--- src/rtl/ccx_ic_arbiter_n.sv ---
// ccx_ic_arbiter_n
//   Merges NP core-memory-bus requestors onto a single responder port.
//   The request path is purely combinational (zero-cycle). The response
//   (s_err) is routed back one cycle later to whichever port was granted
//   in the previous cycle. Two arbitration modes are available:
//   fixed priority, with optional starvation promotion, or round-robin.
//   A requestor that is presented to the responder but not granted is
//   locked in until it is granted or drops its request.
//
// Handshake: a requestor raises m_req[i] with its fields stable and keeps
//   them until m_gnt[i]. A transfer happens in the cycle where s_req and
//   s_gnt are both high. Read data and error follow one cycle later.
//
// Ports
//   g_clk, g_resetn     clock, synchronous active-low reset
//   m_req/m_rtype/m_addr/m_wen/m_strb/m_wdata
//                       per-requestor request fields, port i at [i*W +: W]
//   m_gnt, m_err        per-requestor grant and response error
//   m_rdata             read data, broadcast to every requestor
//   s_req/s_rtype/s_addr/s_wen/s_strb/s_wdata
//                       fields of the selected requestor
//   s_gnt, s_err, s_rdata
//                       responder grant, error and read data
module ccx_ic_arbiter_n #(
  parameter int NP      = 4,
  parameter int AW      = 39,
  parameter int DW      = 64,
  parameter int RW      = 2,
  parameter int RR_MODE = 0,
  parameter int STARVE  = 16
) (
  input  logic                 g_clk,
  input  logic                 g_resetn,
  input  logic [NP-1:0]        m_req,
  input  logic [NP*RW-1:0]     m_rtype,
  input  logic [NP*AW-1:0]     m_addr,
  input  logic [NP-1:0]        m_wen,
  input  logic [NP*DW/8-1:0]   m_strb,
  input  logic [NP*DW-1:0]     m_wdata,
  output logic [NP-1:0]        m_gnt,
  output logic [NP-1:0]        m_err,
  output logic [DW-1:0]        m_rdata,
  output logic                 s_req,
  output logic [RW-1:0]        s_rtype,
  output logic [AW-1:0]        s_addr,
  output logic                 s_wen,
  output logic [DW/8-1:0]      s_strb,
  output logic [DW-1:0]        s_wdata,
  input  logic                 s_gnt,
  input  logic                 s_err,
  input  logic [DW-1:0]        s_rdata
);

  localparam int SW = $clog2(NP);
  localparam int BW = DW / 8;
  localparam int CW = (STARVE > 0) ? $clog2(STARVE + 1) : 1;
  localparam bit STARVE_EN = (RR_MODE == 0) && (STARVE > 0);

  logic          lock_q, lock_d;
  logic [SW-1:0] owner_q, owner_d;
  logic [SW-1:0] rr_ptr_q, rr_ptr_d;
  logic [NP-1:0] rsp_route_q;
  logic [CW-1:0] wait_q [NP];
  logic [CW-1:0] wait_d [NP];

  logic [SW-1:0] sel;
  logic          sel_vld;
  logic [NP-1:0] starved;
  logic          xfer;

  // Port selection. Loops run from the top index down so the lowest
  // qualifying candidate is the last (winning) assignment.
  always_comb begin
    sel     = '0;
    sel_vld = 1'b0;
    for (int i = 0; i < NP; i++) begin
      starved[i] = STARVE_EN && m_req[i] && (wait_q[i] == CW'(STARVE));
    end
    if (lock_q) begin
      sel     = owner_q;
      sel_vld = 1'b1;
    end else if (RR_MODE != 0) begin
      for (int k = NP - 1; k >= 0; k--) begin
        if (m_req[(int'(rr_ptr_q) + k) % NP]) begin
          sel     = SW'((int'(rr_ptr_q) + k) % NP);
          sel_vld = 1'b1;
        end
      end
    end else begin
      for (int i = NP - 1; i >= 0; i--) begin
        if (m_req[i]) begin
          sel     = SW'(i);
          sel_vld = 1'b1;
        end
      end
      // Starved ports override plain priority (never an active lock).
      if (|starved) begin
        for (int i = NP - 1; i >= 0; i--) begin
          if (starved[i]) sel = SW'(i);
        end
      end
    end
  end

  // Responder side: selected port's fields, or all zero when nothing is
  // selected.
  always_comb begin
    s_req   = 1'b0;
    s_rtype = '0;
    s_addr  = '0;
    s_wen   = 1'b0;
    s_strb  = '0;
    s_wdata = '0;
    if (sel_vld) begin
      s_req   = m_req[sel];
      s_rtype = m_rtype[int'(sel)*RW +: RW];
      s_addr  = m_addr[int'(sel)*AW +: AW];
      s_wen   = m_wen[sel];
      s_strb  = m_strb[int'(sel)*BW +: BW];
      s_wdata = m_wdata[int'(sel)*DW +: DW];
    end
  end

  assign xfer = s_req && s_gnt;

  always_comb begin
    for (int i = 0; i < NP; i++) begin
      m_gnt[i] = xfer && (sel == SW'(i));
    end
  end

  assign m_err   = rsp_route_q & {NP{s_err}};
  assign m_rdata = s_rdata;

  // Next state. An owner that is granted or drops its request makes
  // s_req/xfer such that lock_d falls naturally.
  always_comb begin
    lock_d   = s_req && !s_gnt;
    owner_d  = lock_d ? sel : owner_q;
    rr_ptr_d = rr_ptr_q;
    if (xfer) begin
      rr_ptr_d = (sel == SW'(NP - 1)) ? '0 : sel + SW'(1);
    end
    for (int i = 0; i < NP; i++) begin
      wait_d[i] = '0;
      if (STARVE_EN && m_req[i] && !m_gnt[i]) begin
        wait_d[i] = (wait_q[i] == CW'(STARVE)) ? wait_q[i] : wait_q[i] + CW'(1);
      end
    end
  end

  always_ff @(posedge g_clk) begin
    if (!g_resetn) begin
      lock_q      <= 1'b0;
      owner_q     <= '0;
      rr_ptr_q    <= '0;
      rsp_route_q <= '0;
      for (int i = 0; i < NP; i++) wait_q[i] <= '0;
    end else begin
      lock_q      <= lock_d;
      owner_q     <= owner_d;
      rr_ptr_q    <= rr_ptr_d;
      rsp_route_q <= m_gnt;
      for (int i = 0; i < NP; i++) wait_q[i] <= wait_d[i];
    end
  end

endmodule

--- config.mk ---
export PLATFORM = sky130hd
export DESIGN_NAME = ccx_ic_arbiter_n
export DESIGN_NICKNAME = d
export VERILOG_FILES = /design/src/rtl/ccx_ic_arbiter_n.sv
export SDC_FILE = /design/constraint.sdc
export NUM_CORES = 1
export LEC_CHECK = 0
export BUFFER_PORTS_ARGS = -buffer_cell sky130_fd_sc_hd__buf_2
export CORE_AREA = 2 2 278 280
export DETAILED_ROUTE_END_ITERATION = 10
export DIE_AREA = 0 0 280 282
export PLACE_DENSITY = 0.31
export SYNTH_ARGS = -nofsm -noshare
export SYNTH_HDL_FRONTEND = slang
export SYNTH_SLANG_ARGS = --single-unit
--- constraint.sdc ---
create_clock -name g_clk -period 2.2 [get_ports g_clk]
set_input_delay 0.11 -clock g_clk [delete_from_list [all_inputs] [get_ports g_clk]]
set_output_delay 0.11 -clock g_clk [all_outputs]
set_load 0.005 [all_outputs]
# Word level (Yosys, flattened, before mapping)
# Memories as Yosys holds them, arrays and structs flattened.
# Index checks and enable logic that the tools add are counted.
# op_classes
addsub	4
multipliers	1
order_cmp	1
n_eq_ne	7
shift	4
n_mux	39
bitwise_logic	5
reduce_logical	21
# ops
cell	n
256-bit by 9-bit variable part select with 64-bit output	1
156-bit by 9-bit variable part select with 39-bit output	1
64-bit 2-to-1 mux	1
5-bit 2-to-1 mux	12
39-bit 2-to-1 mux	1
32-bit by 6-bit variable part select with 8-bit output	1
2-bit 2-to-1 mux	11
5-bit by 1-bit adder with 5-bit output (second input constant)	4
5-bit equality test (second input constant)	4
1-bit logical AND	14
1-bit 2-to-1 mux	11
2-bit by 6-bit multiplier with 8-bit output (second input constant)	1
8-bit 2-to-1 mux	1
8-bit by 4-bit variable part select with 2-bit output	1
1-bit logical NOT	5
4-bit bitwise AND	1
1-bit binary-select mux with 2-bit select	2
2-bit equality test (second input constant)	2
1-bit bitwise OR	4
4-bit OR reduction	1
2-bit by 3-bit less-than comparator with 1-bit output (second input constant)	1
2-bit by 1-bit equality test with 1-bit output (second input constant)	1
2-bit logical NOT	1
# totals
register_bits	7
ramBits	20
in_bits	528
out_inout_bits	187
word_cells	86
n_memories	1
# mem_list
memory	words	word_bits	rd	rd_ports_with_merged_regs	wr	line_no	rtl
wait_q	4	5	4	0	4	63	logic [CW-1:0] wait_q [NP];

# Depth between registers and ports, before layout
# Gate-level depths: netlist of run 1.
# depth
word_depth	19
mapped_depth	11
mapped_depth_nobuf	9

# Worst setup path before layout of run 1
# Ideal clock, no wire load.
# synth_path
kind	register -> output
start	memory wait_q[0][0] (netlist name)
end	output port s_addr[0]
arrival_ns	2.126
t_required_ns	2.090
path_slack_ns	-0.036
path_stages_with_launch	12
n_path_buf	3
cell_sequence	dfxtp_1 -> inv_1 -> ha_1 -> and4bb_1 -> a21oi_2 -> a21boi_4 -> a22oi_4 -> buf_8 -> buf_12 -> buf_12 -> mux2i_1 -> a211oi_1
# synth_lines
element	line_no	rtl
start: declaration	63	
end: declaration	45	output logic [AW-1:0] s_addr,

==> flow_summary_export.csv, run 1 <==
group,metric,value,unit
critical_path,critPathKind,"reg2out",
drt,vias,8520,
yosys,yosysMostFrequentCell,"a211oi_1",
clock_network,clk_path_buf_depth,2,
placement,portBuffers,586,
finish,final_cell_count_no_fill,2380,
critical_path,worstPathMaxFanout,43,
yosys,ys_types,48,
drt,drc_errors,0,
finish,fillers,8523,
yosys,synth_top_area_share,28.5,%
placement,dp_hpwl,30500,um
clock_network,clkTransAtPathRegs,0.07,ns
floorplan,fp.dieArea,79000,sq um
placement,place_ws,-0.555,ns
yosys,yosys_register_bits,27,
grt,grt_max_degree,56,
yosys,ys.flop_type,"dfxtp_1",
grt,grt_pass1_wl,52900,um
critical_path,worst_setup_path_start_kind,"register",
sta,tightest_slew,0.488,ns
yosys,synth_common_cells,"228 x a211oi_1, 119 x mux2i_1, 115 x nor2b_1",
yosys,netlist_top_cells_area,"a211oi_1 29%, mux2i_1 20%, nor2b_1 12%",
run_status,violations,"setup timing",
sta,hold_violations,0,
yosys,async_reset_ff_share,0,%
floorplan,die_x,280,um
sta,drv_slew,0,
placement,place_inst,2306,
run,max-cap-violations,0,
sta,period_minus_slack,2.82,ns
critical_path,worstSetupEndpointType,"output port",
grt,grt_overflow,0,
power,vdd_ir_drop_max,0.295,mV
yosys,ys_warn_count,0,
floorplan,fp.coreArea,75700,sq um
drt,wl_per_cell,17.2,um
clock_network,tritoncts,"yes",
clock_network,htree_levels,1,
sta,slew_headroom,67.5,%
floorplan,rows,101,
floorplan,start_util,7.92,%
critical_path,cp_data_required_time,2.09,ns
worst_hold_path,hp-class,"in2reg",
yosys,syn_inst,758,
finish,final_nets,1935,
grt,grt.total_usage,8.91,%
placement,gp_congestion,0.899,
yosys,synth_edf_count,0,
run_status,status,"finished with violations",
critical_path,crit_arrival,2.71,ns
yosys,syn_area,6000,sq um
sta,clock_skew,0.00246,ns
finish,drive_gt1_share,78.0,%
floorplan,die_h,282,um
drt,drt_iter0_drc,164,
clock_network,cts_num_sinks,27,
grt,antenna_found_initial,7,
drt,first_pass_iters,4,
sta,finalSetupViolations,146,
drt,wirelength,40900,um
drt,antenna_left,0,
yosys,syn_nets,1294,
clock_network,clock-root-buffer,"clkbuf_16",
grt,first_global_vias,8576,
clock_network,cts_made_buffers,3,
yosys,synth_area_per_cell,7.91,sq um
finish,area_delta_synth_final,127,%
floorplan,ioPinCount,715,
yosys,yosys.area.top_type,"a211oi_1",
yosys,ys_seq_area_share,9.01,%
power,cellPowerDensity,311,nW/um^2
clock_network,clk_latency,0.26,ns
power,p_leak,6.10,nW
sta,rsz0062_at_grt,"yes",
sta,fin_crit_sh,128,%
clock_network,holdBufCountCts,0,
drt,via_per_inst,3.58,
sta,setup_ws,-0.620,ns
sta,max_clock_freq,0.355,GHz
[sequential cells by signal (all words and copies together), names as in the netlist]
name / cells
rsp_route_q: 4
wait_q: 20
owner_q: 2
lock_q: 1
[cell type report]
cell class	instances	area, sq um	area share (%)
inverter	11	41.3	0.303
antenna	4	10.0	0.0734
tap	978	1220	8.98
sequential	27	549	4.03
timing repair buffer	779	5670	41.6
multi-input combinational	577	6050	44.4
clock buffer	4	78.8	0.578
[routing by layer]
metal  track usage [%]  wire, um
met5                 0        44
met1              9.67     15500
met3              2.49      3230
met2              16.6     20600
met4              2.80      1490
[per-stage QoR]
| stage | hold WS [ns] | utilization [%] | total power, mW | instance area, sq um | setup TNS, ns |
|---|---|---|---|---|---|
| final | 0.212 | 18.0 | 4.24 | 13600 | -67.20 |
| after global routing | 0.220 | 18.0 | 4.53 | 13600 | -86.65 |
| after global placement | 0.220 | 13.6 | 2.80 | 10300 | -39.95 |
| after floorplan | 0.224 | - | 1.70 | 6090 | -0.197 |
| after CTS | 0.186 | 15.6 | 3.74 | 11800 | -68.73 |
| after detailed placement | 0.220 | 13.6 | 2.80 | 10300 | -42.67 |
[timing repair]
action	4_1_cts	5_1_grt
setup buffers	21	27
endpoints found under the setup margin	145	145
pin swaps	66	113
cloned	12	20
resized for setup	191	286
[worst max-delay path, cell delays in order, from the launching register on]
cell	delay, ns
dfxtp_2	0.33
inv_2	0.07
ha_4	0.12
and4bb_2	0.26
nand2_2	0.08
buf_6	0.12
o311ai_4	0.06
a32o_4	0.32
buf_16	0.23
buf_4	0.22
a211oi_1	0.06
a211oi_1	0.28
buf_2	0.22
[kinds of logic (layout without fill, tap and decap cells)]
logic type,after synthesis,in the layout,share of synthesized area [%]
other cells,0,4,0
simple gates,188,188,18.5
buf+inv,154,794,17.4
fa+ha+maj,8,8,1.67
compound gates,248,248,31.5
mux,120,120,20.1
flops,27,27,9.01
xor+xnor,13,13,1.90
[where the power goes]
group	internal, mW	switching, mW	leakage (nW)
registers	0.502	0.00917	0.222
clock network	0.249	0.185	0.0382
logic	1.84	1.46	5.84
[final timing paths]
kind / start / end / depth (start not counted) / slack, ns
setup / recovery: wait_q[3][0] / s_wdata[48] / 12 / -0.62
hold / removal: s_gnt / rsp_route_q[3] / 3 / 0.21
setup reg to reg: wait_q[3][0] / wait_q[1][1] / 13 / -0.47
hold reg to reg: wait_q[3][4] / wait_q[3][4] / 2 / 0.52
[cells in the final DEF, fill, tap and decap left out, drive strengths merged, types with 2 or more instances in the layout]
| master | count |
|---|---|
| o211ai | 3 |
| xnor2 | 5 |
| dfxtp | 27 |
| mux2i | 119 |
| inv | 11 |
| xor2 | 8 |
| buf | 758 |
| and2 | 7 |
| o21ai | 2 |
| and4bb | 4 |
| clkbuf | 24 |
| a21oi | 5 |
| ha | 8 |
| nor2 | 24 |
| nand3 | 11 |
| a211oi | 229 |
| nand2 | 13 |
| diode | 4 |
| nor3 | 7 |
| nor2b | 115 |
(Power assumes the default switching activity.)
==> inputs of run 2 (changes only) <==
CTS_BUF_LIST = sky130_fd_sc_hd__clkbuf_2 sky130_fd_sc_hd__clkbuf_4 sky130_fd_sc_hd__clkbuf_8   (was not set)
==> run 2 against run 1 <==
Compared with the run above:
- the run still ends with setup timing left
- worst hold slack worse by 0.032 ns
- critical endpoint is now s_wdata[3]
- total power down 3.3%
- core utilization down 0.26 points
- highest routed layer unchanged
==> flow_summary_export.csv, run 2 (synthesized netlist as in run 1, its figures left out) <==
group,metric,value,unit
drt,antenna_left,0,
placement,place_inst,2306,
sta,setup_ws,-0.630,ns
placement,dp_hpwl,30500,um
sta,clock_skew,0.00273,ns
floorplan,start_util,7.92,%
floorplan,die_x,280,um
critical_path,worstSetupEndpointType,"output port",
finish,final_nets,1931,
floorplan,die_h,282,um
critical_path,r2r_cells,13,
sta,period_minus_slack,2.83,ns
drt,wl_per_cell,17.2,um
sta,fin_crit_sh,129,%
finish,final_cell_mix,"575 x buf_2, 129 x a211oi_2, 97 x buf_4, 89 x a211oi_1, 79 x mux2i_1",
grt,grtUsageMet2,16.2,%
grt,grt.total_usage,8.81,%
power,vdd_ir_drop_max,0.209,mV
grt,grt_max_degree,56,
worst_hold_path,holdPathStages,3,
clock_network,cts_num_sinks,27,
clock_network,clk_latency,0.28,ns
finish,final_core_util,17.7,%
sta,finalSetupViolations,145,
drt,via_per_inst,3.60,
worst_hold_path,hp-class,"in2reg",
drt,drc_errors,0,
sta,holdWs,0.180,ns
sta,drv_slew,0,
clock_network,cts_made_buffers,3,
finish,final_common_cell,"buf_2",
finish,largest_reg_flops,20,
finish,largest-register,"wait_q",
clock_network,clkTransAtPathRegs,0.10,ns
sta,hold_violations,0,
grt,grt.busiest_layer,"met2",
floorplan,fp.coreArea,75700,sq um
drt,vias,8542,
floorplan,rows,101,
critical_path,cp_cell_sequence,"inv_2, ha_4, and4bb_2, a21oi_2, a21boi_4, a22oi_4, buf_12, buf_12, buf_16, buf_6, mux2i_4, a211oi_2, buf_4, buf_6",
critical_path,cp_data_required_time,2.09,ns
placement,portBuffers,586,
critical_path,crit_arrival,2.72,ns
clock_network,clk_path_buf_depth,2,
finish,final_cell_count_no_fill,2376,
critical_path,critPathKind,"reg2out",
grt,grt_pass1_wl,52600,um
critical_path,crit_path_max_incr_delay,0.35,ns
run,max-cap-violations,0,
critical_path,slowest_stage,"dfxtp_2",
grt,gr-usage-met3,2.34,%
finish,reg_top3,"wait_q: 20 flops, rsp_route_q: 4 flops, owner_q: 2 flops",
finish,area_delta_synth_final,124,%
grt,antenna_found_initial,7,
drt,first_pass_iters,4,
critical_path,worst_setup_path_start_kind,"register",
floorplan,fp.dieArea,79000,sq um
finish,drive_gt1_share,77.1,%
grt,grtUsageMet1,9.66,%
power,cellPowerDensity,306,nW/um^2
sta,tightest_slew,0.501,ns
drt,drt_iter0_drc,200,
clock_network,tritoncts,"yes",
clock_network,clock-root-buffer,"clkbuf_8",
drt,wirelength,40800,um
floorplan,ioPinCount,715,
placement,gp_congestion,0.899,
sta,rsz0062_at_grt,"yes",
power,p_leak,6.06,nW
critical_path,worstPathMaxFanout,8,
clock_network,htree_levels,1,
run_status,status,"finished with violations",
sta,max_clock_freq,0.353,GHz
grt,first_global_vias,8666,
sta,slew_headroom,66.6,%
grt,grt_overflow,0,
run_status,violations,"setup timing",
## run 2: routing by layer
layer / part of all wire, % / wire, um
met5: 0.091 / 37
met4: 3.6 / 1470
met3: 8.2 / 3330
met2: 50 / 20400
met1: 38 / 15500
## run 2: what timing repair did
item                       4_1_cts  5_1_grt
pin swaps                       61       93
setup buffers                   18       27
setup endpoints to repair      145      146
resized for setup              222      228
hold buffers                     0        0
gates cloned                    14       17
## run 2: report_power, final
group          internal (mW)  total, mW  switching (mW)
clock network          0.143      0.314           0.172
registers              0.502      0.511         0.00916
logic                   1.82       3.28            1.46
total                   2.46       4.11            1.64
## run 2: path summary, 6_finish.rpt
check / from / end / slack [ns]
setup reg to reg: wait_q[0][0] / owner_q[0] / -0.40
hold / removal: g_resetn / rsp_route_q[2] / 0.18
hold reg to reg: wait_q[3][4] / wait_q[3][4] / 0.54
setup / recovery: wait_q[0][0] / s_wdata[3] / -0.63
## run 2: critical path, delay by kind of cell, from the launching register on
family	cells	cell delay, ns
adder cells (fa/ha/maj)	1	0.15
AO/OA/AOI/OAI	4	0.61
buffers and inverters	7	0.92
flip-flops	1	0.35
AND/OR/NAND/NOR	1	0.24
multiplexers	1	0.17
## run 2: metrics by stage
step	instance area [sq um]	power, mW	worst slack [ns]	TNS (ns)
after global routing	13400	4.39	-0.779	-89.41
final	13400	4.11	-0.630	-68.32
after detailed placement	10300	2.80	-0.555	-42.67
after global placement	10300	2.80	-0.539	-39.95
after CTS	11900	3.66	-0.661	-69.94
after floorplan	6090	1.70	-0.0250	-0.197
## run 2: layout make-up
class / count / area, sq um
multi-input cells: 577 / 6010
fillers: 8551 / 62300
inverters: 11 / 41.3
diodes: 4 / 10.0
well taps: 978 / 1220
flip-flops and latches: 27 / 549
repair buffers: 775 / 5560
clock buffers: 4 / 48.8
